`config.mk`:
```
export PLATFORM = sky130hd
export DESIGN_NAME = pipe_stage_skid
export DESIGN_NICKNAME = d
export VERILOG_FILES = /design/src/rtl/cpu_pipe_pkg.sv /design/src/rtl/pipe_slot.sv /design/src/rtl/pipe_stage_skid.sv
export SDC_FILE = /design/constraint.sdc
export NUM_CORES = 1
export LEC_CHECK = 0
export ABC_AREA = 0
export CAP_MARGIN = 20
export CORE_UTILIZATION = 46
export CTS_BUF_LIST = sky130_fd_sc_hd__clkbuf_8
export CTS_CLUSTER_SIZE = 16
export DETAILED_ROUTE_END_ITERATION = 16
export HOLD_SLACK_MARGIN = 0.05
export PLACE_DENSITY = 0.78
export REMOVE_ABC_BUFFERS = 1
export SETUP_SLACK_MARGIN = 0.05
export SYNTH_ARGS = -nofsm -noshare
export SYNTH_HDL_FRONTEND = slang
export SYNTH_SLANG_ARGS = --single-unit
```
`constraint.sdc`:
```
create_clock -name clk -period 3.1 [get_ports clk]
set_input_delay 0.775 -clock clk [delete_from_list [all_inputs] [get_ports clk]]
set_output_delay 0.775 -clock clk [all_outputs]
set_load 0.005 [all_outputs]
```
`src/rtl/cpu_pipe_pkg.sv`:
```
// Constants and types shared by every handshaked CPU pipeline-stage instance
// (IF/ID, ID/EX, EX/MEM, MEM/WB).
package cpu_pipe_pkg;

    localparam int DEFAULT_WIDTH = 32;
    localparam int DEFAULT_EXC_W = 2;
    localparam int DEFAULT_CNT_W = 16;

    // Exception code meaning "no exception".
    localparam int EXC_NONE = 0;

    localparam int NUM_SLOTS = 2;
    localparam int SLOT_MAIN = 0;
    localparam int SLOT_SKID = 1;

    typedef enum logic [1:0] {
        MAIN_HOLD,
        MAIN_LOAD_IN,
        MAIN_LOAD_SKID,
        MAIN_CLEAR
    } main_act_e;

endpackage

```
`src/rtl/pipe_slot.sv`:
```
// One storage slot of the skid stage: a valid bit plus a data register.
// Clear wins over load, and a cleared slot always holds zero data.
module pipe_slot #(
    parameter int W = 1
) (
    input  logic         clk,
    input  logic         clr_i,
    input  logic         load_i,
    input  logic [W-1:0] data_i,
    output logic         valid_o,
    output logic [W-1:0] data_o
);

    logic         valid_q;
    logic [W-1:0] data_q;

    always_ff @(posedge clk) begin
        if (clr_i) begin
            valid_q <= 1'b0;
            data_q  <= '0;
        end else if (load_i) begin
            valid_q <= 1'b1;
            data_q  <= data_i;
        end
    end

    assign valid_o = valid_q;
    assign data_o  = data_q;

endmodule

```
`src/rtl/pipe_stage_skid.sv`:
```
// Handshaked pipeline-stage register with a two-entry skid buffer, flush,
// sticky first-exception capture and a saturating back-pressure counter.
module pipe_stage_skid
    import cpu_pipe_pkg::*;
#(
    parameter int WIDTH = DEFAULT_WIDTH,
    parameter int EXC_W = DEFAULT_EXC_W,
    parameter int CNT_W = DEFAULT_CNT_W
) (
    input  logic             clk,
    input  logic             reset,
    input  logic             flush,
    input  logic             in_valid,
    output logic             in_ready,
    input  logic [WIDTH-1:0] in_data,
    input  logic [EXC_W-1:0] in_exc,
    output logic             out_valid,
    input  logic             out_ready,
    output logic [WIDTH-1:0] out_data,
    output logic [EXC_W-1:0] out_exc,
    output logic [1:0]       occupancy,
    output logic [EXC_W-1:0] first_exc,
    output logic [CNT_W-1:0] stall_cnt
);

    localparam int SLOT_W = WIDTH + EXC_W;
    localparam logic [EXC_W-1:0] EXC_ZERO = EXC_W'(EXC_NONE);
    localparam logic [CNT_W-1:0] CNT_MAX  = '1;

    logic [NUM_SLOTS-1:0]             slot_load;
    logic [NUM_SLOTS-1:0]             slot_clr;
    logic [NUM_SLOTS-1:0]             slot_valid;
    logic [NUM_SLOTS-1:0][SLOT_W-1:0] slot_din;
    logic [NUM_SLOTS-1:0][SLOT_W-1:0] slot_dout;

    main_act_e        main_act;
    logic             skid_load;
    logic             squash;
    logic             accept;
    logic             retire;
    logic             skid_valid_d;
    logic             in_ready_q;
    logic             in_ready_d;
    logic [EXC_W-1:0] first_exc_q;
    logic [EXC_W-1:0] first_exc_d;
    logic [CNT_W-1:0] stall_cnt_q;
    logic [CNT_W-1:0] stall_cnt_d;

    assign squash = reset | flush;
    // A squashed cycle neither accepts nor retires; the flushed head is dropped.
    assign accept = in_valid & in_ready_q & ~squash;
    assign retire = slot_valid[SLOT_MAIN] & out_ready & ~squash;

    always_comb begin
        main_act  = MAIN_HOLD;
        skid_load = 1'b0;
        if (!squash) begin
            if (!slot_valid[SLOT_MAIN]) begin
                if (accept) main_act = MAIN_LOAD_IN;
            end else if (slot_valid[SLOT_SKID]) begin
                if (retire) main_act = MAIN_LOAD_SKID;
            end else if (retire) begin
                main_act = accept ? MAIN_LOAD_IN : MAIN_CLEAR;
            end else if (accept) begin
                skid_load = 1'b1;
            end
        end
    end

    always_comb begin
        slot_load = '0;
        slot_clr  = '0;
        slot_din  = '0;

        slot_load[SLOT_MAIN] = (main_act == MAIN_LOAD_IN) || (main_act == MAIN_LOAD_SKID);
        slot_clr[SLOT_MAIN]  = squash || (main_act == MAIN_CLEAR);
        slot_din[SLOT_MAIN]  = (main_act == MAIN_LOAD_SKID) ? slot_dout[SLOT_SKID]
                                                            : {in_exc, in_data};

        slot_load[SLOT_SKID] = skid_load;
        slot_clr[SLOT_SKID]  = squash || (main_act == MAIN_LOAD_SKID);
        slot_din[SLOT_SKID]  = {in_exc, in_data};
    end

    for (genvar gi = 0; gi < NUM_SLOTS; gi++) begin : g_slot
        pipe_slot #(
            .W(SLOT_W)
        ) u_slot (
            .clk    (clk),
            .clr_i  (slot_clr[gi]),
            .load_i (slot_load[gi]),
            .data_i (slot_din[gi]),
            .valid_o(slot_valid[gi]),
            .data_o (slot_dout[gi])
        );
    end

    // in_ready is the registered complement of next-cycle SKID occupancy, so
    // it never depends combinationally on out_ready.
    always_comb begin
        skid_valid_d = slot_valid[SLOT_SKID];
        if (slot_clr[SLOT_SKID]) begin
            skid_valid_d = 1'b0;
        end else if (slot_load[SLOT_SKID]) begin
            skid_valid_d = 1'b1;
        end
        in_ready_d = ~skid_valid_d;
    end

    always_comb begin
        first_exc_d = first_exc_q;
        stall_cnt_d = stall_cnt_q;
        if (squash) begin
            first_exc_d = EXC_ZERO;
            stall_cnt_d = '0;
        end else begin
            if (accept && (in_exc != EXC_ZERO) && (first_exc_q == EXC_ZERO)) begin
                first_exc_d = in_exc;
            end
            if (slot_valid[SLOT_MAIN] && !out_ready && (stall_cnt_q != CNT_MAX)) begin
                stall_cnt_d = stall_cnt_q + CNT_W'(1);
            end
        end
    end

    always_ff @(posedge clk) begin
        if (reset) begin
            in_ready_q  <= 1'b1;
            first_exc_q <= EXC_ZERO;
            stall_cnt_q <= '0;
        end else begin
            in_ready_q  <= in_ready_d;
            first_exc_q <= first_exc_d;
            stall_cnt_q <= stall_cnt_d;
        end
    end

    assign in_ready             = in_ready_q;
    assign out_valid            = slot_valid[SLOT_MAIN];
    assign {out_exc, out_data}  = slot_dout[SLOT_MAIN];
    assign occupancy            = {1'b0, slot_valid[SLOT_MAIN]} + {1'b0, slot_valid[SLOT_SKID]};
    assign first_exc            = first_exc_q;
    assign stall_cnt            = stall_cnt_q;

endmodule

```
==> results.txt <==
status - completed
Mapped Cells - 478
number of global-route vias before repair - 3478
RSZ-0062 raised after global routing - no
Mapped Avg Cell Area - 8.05 sq um
CP Max Fanout - 26
largest net degree at the start of global routing - 37
Starting Density - 0.488
GRT Total Usage - 0.226
max_slew headroom - 0.669
Area growth syn-to-layout - 33.2%
Vert. Die Dim - 93.5 um
largest cells by area after synthesis - dfxtp_1, a21oi_1, mux2i_1
CP Data Arrival Time - 2820 ps
static leakage - 0.00168 uW
total CTS buffers - 9
Synth warnings - 0
Synth area leader - dfxtp_1
clk_skew - 12.4 ps
Hold Path Class - reg -> reg
Max Slew Vio Count - 0
Num Clock Sinks - 89
Tot Pwr - 2030 uW
Synth Flop Type - dfxtp_1
Post-synth EDFFs - 0
share of post-route cells with drive strength above 1 - 0.0685
Mapped Area - 3850 sq um
critical path endpoint category - flip-flop
Post-synth top cells - dfxtp_1, nor2_1, nand2_1, a21oi_1, mux2i_1
drt first-iter violations - 207
H-tree Lvls - 3
worst-margin pin slew - 497 ps
Hold Path Stages - 2
CTS hold repair buffers - 0
# setup viols final - 0
total grt overflow - 0
hold slack - 459 ps
setup repair bufs after CTS - 0
post-cts sizing count - 0
die area - 8730 sq um
Clock Path Buffers - 2
Vias/cell - 5.52
diodes inserted - 0
global-route wire length before repair - 15.9 mm
Rows - 32
clock-pin transition on the worst setup and hold timing paths - 80 ps
ANT nets after route - 0
#FFs+latches synth - 89
wire length per cell - 14.4 um
Max rail drop VDD - 283 uV
Yosys cell types - 43
DRC viols - 0
most numerous cell in the Yosys netlist - dfxtp_1
DR vias - 3703
fmax - 385 MHz
P per Cell Area - 396 nW/um^2
Top Ports - 95
I/O Buffers - 94
clk_lat worst skew - 350 ps
min Tclk post-route - 2600 ps
max cap viols - 0
top-area cell type share of the netlist area - 0.463
Hold Fails Final Rpt - 0
routability cong. - 0.882
initial antenna violation count - 0
iteration count of the initial detailed-routing pass - 4
CP startpoint kind - input pin
core area - 7890 sq um
path type of the worst setup path - in -> reg
Final HPWL DP - 6.87 mm
sequential area share after synthesis - 0.463
Nets - 607
Tcrit/Tclk final - 0.837
WP data required - 3320 ps
Worst R2R Path Depth - 4
CTS tree - yes
Die Wd - 93.5 um
Root Buffer - clkbuf_8
ys async rst share - 0
DRT Wirelength - 9.66 mm
## registers in the layout, indices dropped and copies added (netlist names)
| name | cells |
|---|---|
| g_slot.u_slot.valid_o | 2 |
| in_ready | 1 |
| stall_cnt | 16 |
| first_exc | 2 |
| g_slot.u_slot.data_o | 68 |
## layer usage
layer	share of wire	GRT usage	up-vias
li1	-	-	1835
met1	0.44	0.291	1750
met5	0	0	-
met4	0.014	0.0846	0
met3	0.054	0.0293	11
met2	0.49	0.386	107
## power breakdown
group          internal [uW]  switching (uW)
Sequential              1150            5.36
Combinational           90.1            78.3
Clock                    290             417
Total                   1530             501
## path summary, 6_finish.rpt
check	startpoint	endpoint	slack [ps]
setup reg to reg	stall_cnt[9]	stall_cnt[15]	900
hold / removal	g_slot[1].u_slot.data_o[7]	g_slot[1].u_slot.data_o[7]	460
hold reg to reg	g_slot[1].u_slot.data_o[7]	g_slot[1].u_slot.data_o[7]	460
setup / recovery	flush	g_slot[1].u_slot.data_o[3]	500
## logic make-up (layout without fill, tap and decap cells)
kind of cell | Yosys count | count (layout) | synth area share
AO/OA/AOI/OAI | 96 | 96 | 0.143
adder cells (fa/ha/maj) | 4 | 4 | 0.0130
buffers and inverters | 40 | 131 | 0.0397
flip-flops | 89 | 89 | 0.463
multiplexers | 34 | 34 | 0.0885
AND/OR/NAND/NOR | 215 | 215 | 0.252
## worst max-delay path: stages
cell             delay (ps)
clkdlybuf4s50_1         470
or2_1                   270
nor3_1                  280
ha_2                    280
buf_12                  200
or3_1                   160
buf_4                   290
a21oi_1                  80
## placed cells by master, fill, tap and decap left out, drive strengths merged, types with 4 or more instances in the layout
| cell | n |
|---|---|
| or4 | 6 |
| clkbuf | 9 |
| clkdlybuf4s50 | 94 |
| nand2 | 77 |
| ha | 4 |
| inv | 7 |
| or3 | 4 |
| buf | 17 |
| mux2i | 34 |
| a21oi | 74 |
| nor2 | 81 |
| nor3 | 6 |
| dfxtp | 89 |
| nand4 | 8 |
| nand3 | 14 |
| nor4 | 6 |
## per-stage QoR
step	setup WS (ps)	TNS (ps)	instances	util	area [sq um]
after floorplan	-634	-29970	442	-	3710
after global placement	234	0	655	0.628	4950
after detailed placement	122	0	655	0.628	4950
after CTS	490	0	671	0.650	5130
after global routing	382	0	671	0.650	5130
final	504	0	671	0.650	5130
## cell type report
class	instances	area (sq um)
fill	671	2760
multi-input combinational	349	1920
sequential	89	1780
timing repair buffer	111	1110
tap	102	128
clock buffer	9	124
clock inverter	7	47.5
inverter	4	15.0
Power figures use the tool's default switching activity.
==> RTL edit: new RTL, same settings <==
Change the package constant `DEFAULT_EXC_W` from 2 to 3.
--- a/src/rtl/cpu_pipe_pkg.sv
+++ b/src/rtl/cpu_pipe_pkg.sv
@@ -4,5 +4,5 @@
 
     localparam int DEFAULT_WIDTH = 32;
-    localparam int DEFAULT_EXC_W = 2;
+    localparam int DEFAULT_EXC_W = 3;
     localparam int DEFAULT_CNT_W = 16;
 
Ports: changed (resized first_exc, in_exc and out_exc); port bits go from 95 to 98. No check against the original RTL was run, so the function may have changed too.
==> RTL edit against the original RTL <==
Sequential cell count is 3 higher; worst setup slack worse by 0.027 ns; register-to-register slack better by 0.08 ns; synthesized cell count is 1.3% lower; global-route usage is 0.49 points lower; routed wire length is 3.1% lower; clock power is 28% higher; combinational power hardly changed; area after synthesis is 0.75% higher; design area is 1.3% higher; power is 12% higher; via count is 2.3% lower; critical endpoint is now g_slot[0].u_slot.data_o[28]; largest cell class unchanged.
==> RTL edit: results (changes against the original RTL) <==
* Status: complete, no violations
* Vias in the first global route at 3439 (-1.1%)
* # resized after CTS at 0 (unchanged)
* Max reg flops at 70 (+2.9%)
* Worst EP arrival at 2.87 ns (+0.05 ns)
* Global Route Usage Sum at 22.15% (-0.49 points)
* Diode count at 0 (unchanged)
* Slowest CP cell: clkdlybuf4s50_1
* Sequential area share after synthesis at 47.51% (+1.2 points)
* Worst vdd ir at 0.2570 mV (-9.2%)
* CP max stage delay at 0.49 ns (+0.02 ns)
* Initial antenna violation count at 0 (unchanged)
* Drt pass-1 iters at 4 (unchanged)
* Nets at 608 (+0.16%)
* Drt via density at 5.377 (-2.6%)
* Clk Tree Root Cell: clkbuf_8
* Count of cell types in the netlist at 35 (-19%)
* Share of synthesized registers carrying an async set or reset at 0% (unchanged)
* Fill cell count at 726 (+8.2%)
* Setup Buffers After CTS at 0 (unchanged)
* Number of port buffers at 97 (+3.2%)
* Routed length per instance at 13.91 µm (-3.4%)
* LEAKAGE at 1.677 nW (-0.31%)
* Ratio of cells with drive above 1 in the final layout at 6.514% (-0.34 points)
* Worst Max-Slew Pin Slew at 0.5592 ns (+0.06230 ns)
* Critical path's top delay family: buffers and inverters
* Max Root-Sink Buffers at 2 (unchanged)
* Dpl cell area at 4969 µm² (+0.28%)
* Gpl congestion at 0.8170 (-7.4%)
* First-pass GRT wire length at 15500 µm (-2.4%)
* CTS buffer count at 9 (unchanged)
* DR iter-0 viols at 160 (-23%)
* CP Max Fanout at 33 (+27%)
* Hpwl dp at 6499 µm (-5.4%)
* Synth cell count leaders: dfxtp_1, nor2_1, a21oi_1
* Worst clock skew at 0.009853 ns (-0.002596 ns)
* FF/Latch Area at 1842 µm² (+3.4%)
* Clock Latency Late Sink at 0.36 ns
* Switch share at 22.78% (-1.9 points)
* Largest cells by area after synthesis: dfxtp_1, a21oi_1, mux2i_1
* Synth warn at 0 (unchanged)
==> RTL edit: final timing paths <==
| kind | from | endpoint | slack [ns] | cells past startpoint |
|---|---|---|---|---|
| hold / removal | g_slot[1].u_slot.data_o[2] | g_slot[1].u_slot.data_o[2] | 0.46 | 2 |
| setup reg to reg | stall_cnt[0] | stall_cnt[14] | 0.98 | 5 |
| setup / recovery | reset | g_slot[0].u_slot.data_o[28] | 0.48 | 9 |
| hold reg to reg | g_slot[1].u_slot.data_o[2] | g_slot[1].u_slot.data_o[2] | 0.46 | 2 |
==> RTL edit: cell families (layout without fill, tap and decap cells) <==
group | after synthesis | in the layout | share of synthesized area (%)
buffers and inverters | 33 | 129 | 3.421
and+or+nand+nor | 203 | 203 | 23.14
DFF | 92 | 92 | 47.51
adders and majority gates | 5 | 5 | 1.614
xor gates and xnor gates | 1 | 1 | 0.2260
muxes | 38 | 38 | 9.813
AOI/OAI and AO/OA | 100 | 100 | 14.27
==> RTL edit: worst min-delay path: stages (launching register included) <==
cell	delay, ns
dfxtp_1	0.32
nand2_1	0.05
a21oi_1	0.05
==> RTL edit: layout make-up <==
class | instances | area share [%]
Multi-Input combinational cell | 347 | 36.72
Inverter | 4 | 0.2892
Clock buffer | 10 | 2.651
Tap cell | 105 | 2.530
Sequential cell | 92 | 35.47
Clock inverter | 6 | 1.663
Timing Repair Buffer | 109 | 20.67
==> RTL edit: routing by layer <==
metal | GRT usage, % | routed length, µm
met3 | 4.693 | 530
met1 | 27.63 | 4321
met2 | 37.71 | 4372
met5 | 0 | 0
met4 | 7.564 | 137
==> RTL edit: per-stage QoR <==
stage               std cells  total power (W)  setup TNS (ns)  setup WS, ns
finish                    673         0.002270               0        0.4768
global route              673         0.002344               0        0.3231
CTS                       673         0.002280               0        0.4743
detailed placement        657         0.001388               0        0.1198
global placement          657         0.001384               0        0.2389
floorplan                 443         0.001286          -38.14       -0.7511
==> RTL edit: power by group through the flow <==
stage	combinational (W)	clock (W)	sequential [W]
after floorplan	0.0000645	0	0.00122
after CTS	0.000168	0.000919	0.00119
after detailed placement	0.000166	0	0.00122
after global routing	0.000183	0.000965	0.00120
final	0.000168	0.000908	0.00119
after global placement	0.000162	0	0.00122
